`src/rtl/uartprobe_pkg.sv`:
```
// rtl/uartprobe_pkg.sv - shared command field layout, opcodes and state encoding for the UART probe
package uartprobe_pkg;

   typedef enum logic [1:0] {
      OP_NOP    = 2'b00,
      OP_GPI_RD = 2'b01,
      OP_GPO_RD = 2'b10,
      OP_GPO_WR = 2'b11
   } opcode_e;

   typedef enum logic [1:0] {
      ST_IDLE  = 2'd0,
      ST_WDATA = 2'd1,
      ST_RDATA = 2'd2
   } state_e;

   // Command byte: [7:6] opcode, [5:4] ignored, [3:2] length-1, [1:0] start lane
   localparam int unsigned CMD_OP_MSB   = 7;
   localparam int unsigned CMD_OP_LSB   = 6;
   localparam int unsigned CMD_LEN_MSB  = 3;
   localparam int unsigned CMD_LEN_LSB  = 2;
   localparam int unsigned CMD_LANE_MSB = 1;
   localparam int unsigned CMD_LANE_LSB = 0;

   function automatic logic [7:0] lane_byte(input logic [31:0] word, input logic [1:0] lane);
      return word[{lane, 3'b000} +: 8];
   endfunction

endpackage

```
`src/rtl/uartprobe_timeout.sv`:
```
// rtl/uartprobe_timeout.sv - idle-cycle watchdog; expires on the TIMEOUT_CYCLES-th consecutive idle cycle
module uartprobe_timeout #(
   parameter int unsigned TIMEOUT_CYCLES = 50000
) (
   input  logic clk_i,
   input  logic reset_i,
   input  logic clear_i,
   input  logic enable_i,
   output logic expire_o
);
   localparam int unsigned CW = $clog2(TIMEOUT_CYCLES + 1);

   logic [CW-1:0] cnt_q, cnt_d;

   // expire_o must not depend on clear_i: the caller derives clear_i from !expire_o
   assign expire_o = enable_i && (cnt_q == CW'(TIMEOUT_CYCLES - 1));

   always_comb begin
      cnt_d = cnt_q;
      if (!enable_i || clear_i || expire_o) begin
         cnt_d = '0;
      end else begin
         cnt_d = cnt_q + 1'b1;
      end
   end

   always_ff @(posedge clk_i) begin
      if (reset_i) begin
         cnt_q <= '0;
      end else begin
         cnt_q <= cnt_d;
      end
   end

endmodule

```
`src/rtl/uartprobe_cmd_ctrl.sv`:
```
// rtl/uartprobe_cmd_ctrl.sv - UART byte command controller reading GPI/GPO and writing GPO byte lanes
module uartprobe_cmd_ctrl
   import uartprobe_pkg::*;
#(
   parameter int unsigned TIMEOUT_CYCLES = 50000
) (
   input  logic        clk,
   input  logic        reset,
   input  logic        rx_valid,
   input  logic [7:0]  rx_data,
   output logic        rx_ready,
   output logic        tx_valid,
   output logic [7:0]  tx_data,
   input  logic        tx_ready,
   input  logic [31:0] gpi_val,
   input  logic [31:0] gpo_val,
   output logic        gpo_wr_en,
   output logic [1:0]  gpo_wr_addr,
   output logic [7:0]  gpo_wr_data,
   output logic        busy,
   output logic        err_timeout
);
   state_e      state_q, state_d;
   logic [1:0]  lane_q, lane_d;
   logic [1:0]  cnt_q, cnt_d;
   logic [31:0] snap_q, snap_d;
   logic        wr_en_q, wr_en_d;
   logic [1:0]  wr_addr_q, wr_addr_d;
   logic [7:0]  wr_data_q, wr_data_d;
   logic        err_q, err_d;
   logic        rx_ready_c, tx_valid_c;
   logic [7:0]  tx_data_c;
   logic        expire, wdata_active, wdata_fire;
   opcode_e     op;

   assign op           = opcode_e'(rx_data[CMD_OP_MSB:CMD_OP_LSB]);
   assign wdata_active = (state_q == ST_WDATA);
   assign wdata_fire   = wdata_active && rx_valid && !expire;

   uartprobe_timeout #(
      .TIMEOUT_CYCLES(TIMEOUT_CYCLES)
   ) u_timeout (
      .clk_i   (clk),
      .reset_i (reset),
      .clear_i (wdata_fire),
      .enable_i(wdata_active),
      .expire_o(expire)
   );

   always_comb begin
      state_d    = state_q;
      lane_d     = lane_q;
      cnt_d      = cnt_q;
      snap_d     = snap_q;
      wr_en_d    = 1'b0;
      wr_addr_d  = wr_addr_q;
      wr_data_d  = wr_data_q;
      err_d      = 1'b0;
      rx_ready_c = 1'b0;
      tx_valid_c = 1'b0;
      tx_data_c  = 8'h00;
      case (state_q)
         ST_IDLE: begin
            rx_ready_c = 1'b1;
            if (rx_valid) begin
               case (op)
                  OP_GPI_RD, OP_GPO_RD: begin
                     snap_d  = (op == OP_GPI_RD) ? gpi_val : gpo_val;
                     lane_d  = rx_data[CMD_LANE_MSB:CMD_LANE_LSB];
                     cnt_d   = rx_data[CMD_LEN_MSB:CMD_LEN_LSB];
                     state_d = ST_RDATA;
                  end
                  OP_GPO_WR: begin
                     lane_d  = rx_data[CMD_LANE_MSB:CMD_LANE_LSB];
                     cnt_d   = rx_data[CMD_LEN_MSB:CMD_LEN_LSB];
                     state_d = ST_WDATA;
                  end
                  default: ;
               endcase
            end
         end
         ST_WDATA: begin
            // Timeout wins over a byte arriving in the same cycle
            rx_ready_c = !expire;
            if (expire) begin
               err_d   = 1'b1;
               cnt_d   = 2'd0;
               state_d = ST_IDLE;
            end else if (rx_valid) begin
               wr_en_d   = 1'b1;
               wr_addr_d = lane_q;
               wr_data_d = rx_data;
               lane_d    = lane_q + 2'd1;
               if (cnt_q == 2'd0) begin
                  state_d = ST_IDLE;
               end else begin
                  cnt_d = cnt_q - 2'd1;
               end
            end
         end
         ST_RDATA: begin
            tx_valid_c = 1'b1;
            tx_data_c  = lane_byte(snap_q, lane_q);
            if (tx_ready) begin
               lane_d = lane_q + 2'd1;
               if (cnt_q == 2'd0) begin
                  state_d = ST_IDLE;
               end else begin
                  cnt_d = cnt_q - 2'd1;
               end
            end
         end
         default: state_d = ST_IDLE;
      endcase
   end

   always_ff @(posedge clk) begin
      if (reset) begin
         state_q   <= ST_IDLE;
         lane_q    <= 2'd0;
         cnt_q     <= 2'd0;
         snap_q    <= 32'h0;
         wr_en_q   <= 1'b0;
         wr_addr_q <= 2'd0;
         wr_data_q <= 8'h00;
         err_q     <= 1'b0;
      end else begin
         state_q   <= state_d;
         lane_q    <= lane_d;
         cnt_q     <= cnt_d;
         snap_q    <= snap_d;
         wr_en_q   <= wr_en_d;
         wr_addr_q <= wr_addr_d;
         wr_data_q <= wr_data_d;
         err_q     <= err_d;
      end
   end

   // Reset masks strobes and handshakes immediately, including a strobe pending from the prior edge
   assign rx_ready    = rx_ready_c && !reset;
   assign tx_valid    = tx_valid_c && !reset;
   assign tx_data     = reset ? 8'h00 : tx_data_c;
   assign gpo_wr_en   = wr_en_q && !reset;
   assign gpo_wr_addr = wr_addr_q;
   assign gpo_wr_data = wr_data_q;
   assign busy        = (state_q != ST_IDLE) && !reset;
   assign err_timeout = err_q && !reset;

endmodule

```
`config.mk`:
```
export PLATFORM = sky130hd
export DESIGN_NAME = uartprobe_cmd_ctrl
export DESIGN_NICKNAME = d
export VERILOG_FILES = /design/src/rtl/uartprobe_pkg.sv /design/src/rtl/uartprobe_timeout.sv /design/src/rtl/uartprobe_cmd_ctrl.sv
export SDC_FILE = /design/constraint.sdc
export NUM_CORES = 1
export LEC_CHECK = 0
export BUFFER_PORTS_ARGS = -buffer_cell sky130_fd_sc_hd__buf_4
export CAP_MARGIN = 20
export CORE_ASPECT_RATIO = 0.5
export CORE_MARGIN = 10
export CORE_UTILIZATION = 46
export DETAILED_ROUTE_END_ITERATION = 8
export PLACE_DENSITY_LB_ADDON = 0.15
export SLEW_MARGIN = 5
export SYNTH_ARGS = -nofsm -noshare
export SYNTH_HDL_FRONTEND = slang
export SYNTH_SLANG_ARGS = --single-unit
```
`constraint.sdc`:
```
create_clock -name clk -period 1.85 [get_ports clk]
set_input_delay 0.2775 -clock clk [delete_from_list [all_inputs] [get_ports clk]]
set_output_delay 0.2775 -clock clk [all_outputs]
set_load 0.005 [all_outputs]
```
* Yosys cells after proc, flatten, opt, wreduce, memory -nomap -nowiden *
Cells that the tools add are included.

storage, ports and cells
  logic and storage cells = 82
  RAM bits = 0
  bits of input ports = 76
  memories = 0
  bits in latches = 0
  flip-flop bits (word level) = 66
  output and inout bits = 23
  ROM bits = 0

cells by class
  equality and inequality tests = 13
  multiplexer cells = 27
  order comparisons = 0
  divide/modulo/power cells = 0
  $add $sub $neg = 3
  $mul = 0
  bitwise gates (word level) = 2
  shift operators = 1
  reduce and logical (&&, ||, !) cells = 27

operators by type and width
  operator               count
  $mux 2                 16
  $mux 32                1
  $shiftx 32x6->8        1
  $pmux 2 s3             3
  $add 16x1->16 const B  1
  $eq 16x16->1 const B   1
  $mux 8                 2
  $ne 2x2->1 const B     5
  $logic_and 1x1->1      8
  $eq 2x2->1 const B     3
  $reduce_and 3->1       2
  $reduce_and 6->1       1
  $reduce_or 2->1        3
  $reduce_or 3->1        2
  $reduce_and 5->1       1
  $eq 2x1->1 const B     2
  $logic_not 2->1        2
  $pmux 2 s2             1
  $reduce_and 4->1       1
  $logic_not 1->1        3
  $mux 1                 3
  $ne 3x1->1 const B     1
  $ne 3x3->1 const B     1
  $reduce_bool 3->1      1
  other kinds (6)        8

* Logic depth before layout (Yosys ltp) *
  depth in word-level cells = 7
  gate-level depth with buffers = 8
  depth with buffers taken out = 7

* By module *
A second synthesis with hierarchy kept.

second synthesis, totals
  cell total of the unflattened synthesis = 363
  area, all modules = 3377.0 µm²

modules (own cells, without submodules)
  module              times used  cells each  area an instance (µm²)
  uartprobe_cmd_ctrl  1           281         2651.3
  uartprobe_timeout   1           82          725.7

* Worst setup path after synthesis *
No wires, ideal clock.

  kind = reg-to-reg
  from = reg u_timeout.cnt_q[0]
  to = reg u_timeout.cnt_q[8]
  setup slack = 81 ps
  cell stages (with the launch flop) = 9
  clock period less this slack = 1769 ps
  arrival = 1705 ps
  path through = dfxtp_1 ha_1 and3_1 buf_2 a41o_1 or3_1 buf_2 buf_6 nor2_1

on the way
  longest elaborated chain between the ends = 7
  elaborated cells on any way between the ends = 8
  classes of those cells = add/sub (1); eq/ne (1); reduce/logical (6)

ends and longest elaborated chain
  item                                                                   RTL line                 RTL
  start: declaration                                                     uartprobe_timeout.sv:13  logic [CW-1:0] cnt_q, cnt_d;
  start signal: assignment                                               uartprobe_timeout.sv:31  cnt_q <= cnt_d;
  parallel branches: the longest is 7 deep, another holds $add 16x1->16  --

Parallel ways; which one is timed is not known.
A chain may end at the register's enable or synchronous reset.

* Worst setup path after layout *
  from = reg lane_q[1]
  to = out tx_data[4]

on the way
  longest elaborated chain between the ends = 3

ends and longest elaborated chain
  item                      RTL line                   RTL
  start: declaration        uartprobe_cmd_ctrl.sv:24   logic [1:0] lane_q, lane_d;
  start signal: assignment  uartprobe_cmd_ctrl.sv:129  lane_q <= lane_d;
  $shiftx 32x6->8           uartprobe_pkg.sv:26        return word[{lane, 3'b000} +: 8];
  $mux 8                    uartprobe_cmd_ctrl.sv:62   case (state_q)
  $mux 8                    uartprobe_cmd_ctrl.sv:142  assign tx_data = reset ? 8'h00 : tx_data_c;
  end: declaration          uartprobe_cmd_ctrl.sv:13   output logic [7:0] tx_data,

No other way between the ends.

==> results.py <==
metrics = {
    "status": {
        "status": "finished, final reports clean",
    },
    "critical_path": {
        "crit_buf_inv": 1,
        "crit_arrival_ns": 1.55,
        "path_max_fanout": 7,
        "cp_cell_sequence": "mux4_2, nor2b_1, buf_4",
        "path_class": "reg2out",
        "crit_family": "multiplexers",
        "cpPeakStageDelay_ns": 0.51,
        "start_kind": "flop",
        "critPathRequiredTime_ns": 1.57,
        "crit_slowest_cell": "mux4_2",
        "cp-end-kind": "output pin",
    },
    "power": {
        "p_leak_nw": 1.81,
        "max-vdd-ir-drop_uv": 551,
        "totalPowerFinal_mw": 4.14,
        "powerDensity_nw_per_um2": 909,
    },
    "floorplan": {
        "coreArea_sq_um": 6810,
        "die_h_um": 79.6,
        "die_area_sq_um": 11100,
        "num_rows": 21,
        "initial_core_util_pct": 48.1,
        "io_pins": 99,
        "dieWidth_um": 139,
    },
    "layout": {
        "final_util_pct": 66.9,
        "fillerInstances": 547,
        "final_common_cell": "buf_4",
        "drive_gt1_share_pct": 36.1,
        "diodes": 0,
        "finish.net_count": 531,
        "instances_no_fill": 543,
        "final_cell_mix": "111 x buf_4, 66 x nor2_1, 57 x dfxtp_1",
        "synthToLayoutAreaGrowth_pct": 39.1,
    },
    "sta": {
        "setup_tns_ns": 0,
        "report.final.setup_viol": 0,
        "worst_pin_slew_ns": 0.468,
        "clock.fmax_mhz": 549,
        "final.setup_skew_ns": 0.00379,
        "slew_headroom_pct": 68.6,
        "fin_crit_sh_pct": 98.5,
        "maxSlewViolCount": 0,
        "rsz0062_at_grt": "yes",
        "hold_violations": 0,
        "period_needed_ns": 1.82,
        "holdWs_ns": 0.189,
    },
    "synth": {
        "synthFlopType": "dfxtp_1",
        "synth_nets": 428,
        "synth_cell_types": 40,
        "netlist_area_sq_um": 3270,
        "ys_seq_area_share_pct": 40.4,
        "async_flop_share_pct": 0,
        "synth-edff-count": 0,
        "synthTopCellsByArea": "dfxtp_1 40%, mux2i_1 13%, nor2_1 7.8%",
        "yosys.area.top_type": "dfxtp_1",
        "syn-instance-count": 343,
        "synth_top_area_share_pct": 40.4,
        "yosys_register_bits": 66,
        "ys_warn_count": 0,
        "avgSynthCellArea_sq_um": 9.54,
    },
    "grt": {
        "overflow": 0,
        "antenna_found_initial": 0,
        "grt_pass1_vias": 3007,
        "grt_pass1_wl_mm": 13.7,
        "grt_max_degree": 35,
        "track_usage_pct": 15.1,
    },
    "clocking": {
        "htree_levels": 3,
        "clkTransAtPathRegs_ns": 0.05,
        "clockBufferDepth": 2,
        "cts-root-buf": "clkbuf_16",
        "cts_tree": "built",
        "clock_sinks": 66,
        "numCtsBuffers": 9,
        "clk_latency_ns": 0.33,
    },
    "detailed_routing": {
        "vias": 2815,
        "drc_errors": 0,
        "viasPerCell": 5.18,
        "first_pass_iters": 4,
        "first_iter_violations": 88,
        "ant_nets": 0,
        "routedWlPerCell_um": 15.3,
        "drt_wl_total_mm": 8.33,
    },
    "placed_design": {
        "place_hpwl_mm": 6.27,
        "routabilityCongestion": 0.727,
        "port_buffers": 98,
        "dp_cells": 525,
    },
    "hold_path": {
        "hold_path.class": "in2reg",
    },
    "flow_run": {
        "drv_cap": 0,
    },
}
-- registers in the layout, summed over array words and instances, names as in the netlist --
register and cells:
cnt_q 2, err_q 1, gpo_wr_addr 2, gpo_wr_data 8
lane_q 2, snap_q 32, state_q 2, u_timeout.cnt_q 16
wr_en_q 1
-- per-layer routing --
layer | share of wire, % | routed length (um) | track usage (%)
met1 | 42 | 3460 | 16.3
met2 | 52 | 4320 | 26.8
met3 | 5.9 | 495 | 7.13
met4 | 0.73 | 61 | 2.90
met5 | 0 | 0 | 0
-- final timing paths --
check,startpoint,to,slack (ns),depth (start not counted)
setup / recovery,lane_q[1],tx_data[4],0.03,3
hold / removal,rx_data[5],gpo_wr_data[5],0.19,3
setup reg to reg,u_timeout.cnt_q[11],cnt_q[0],0.07,6
hold reg to reg,u_timeout.cnt_q[0],u_timeout.cnt_q[0],0.47,1
-- cell type report --
class	instances	area (sq um)	area share, %
well taps	92	115	2.53
clock inverters	3	15.0	0.330
repair buffers	115	905	19.9
clock buffers	13	250	5.50
flip-flops and latches	66	1340	29.4
inverters	12	45.0	0.990
multi-input cells	242	1880	41.3
-- stage by stage --
stage	setup slack, ns	instance area, sq um
after global placement	0.0837	4180
final	0.0273	4550
after floorplan	0.0806	3270
after global routing	-0.0300	4550
after CTS	-0.00822	4510
after detailed placement	-0.0324	4180
-- worst reg2reg max path, cell delays in order, from the launching register on --
cell and delay, ns:
dfxtp_2 0.34, nor4b_4 0.32, buf_4 0.18, a41o_1 0.20, o211ai_2 0.09, or4_1 0.48, o21ai_0 0.08
-- synthesized netlist by cell type (2+ instances only) --
library cell / instances
o2111ai_1: 2
nand4_1: 3
xor2_1: 8
nor3_1: 3
nor2_1: 68
a21oi_1: 6
nand2_1: 7
mux4_2: 8
ha_1: 9
nand2b_1: 3
nor2b_1: 13
and3_1: 3
inv_1: 12
o21ai_0: 3
and4bb_2: 2
dfxtp_1: 66
mux2i_1: 44
xnor2_1: 6
nand3_1: 6
clkbuf_1: 13
buf_1: 5
a211oi_1: 32
buf_2: 4
-- what timing repair did --
action	in CTS	in global routing
resized for setup	16	15
setup endpoints to repair	23	30
pin swaps	3	1
setup buffers	2	0
hold endpoints to repair	0	0
hold buffers	0	0
-- report_power, final --
part / switching (mW) / internal, mW
sequential: 0.108 / 1.56
combinational: 0.435 / 0.513
clock: 0.585 / 0.936
-- cells by family after synthesis --
kind of cell    synth area share (%)
buf+inv                         4.40
fa+ha+maj                       3.44
xor+xnor                        3.75
compound gates                  12.5
flops                           40.4
simple gates                    16.6
mux                             19.0
Power figures use the tool's default switching activity.
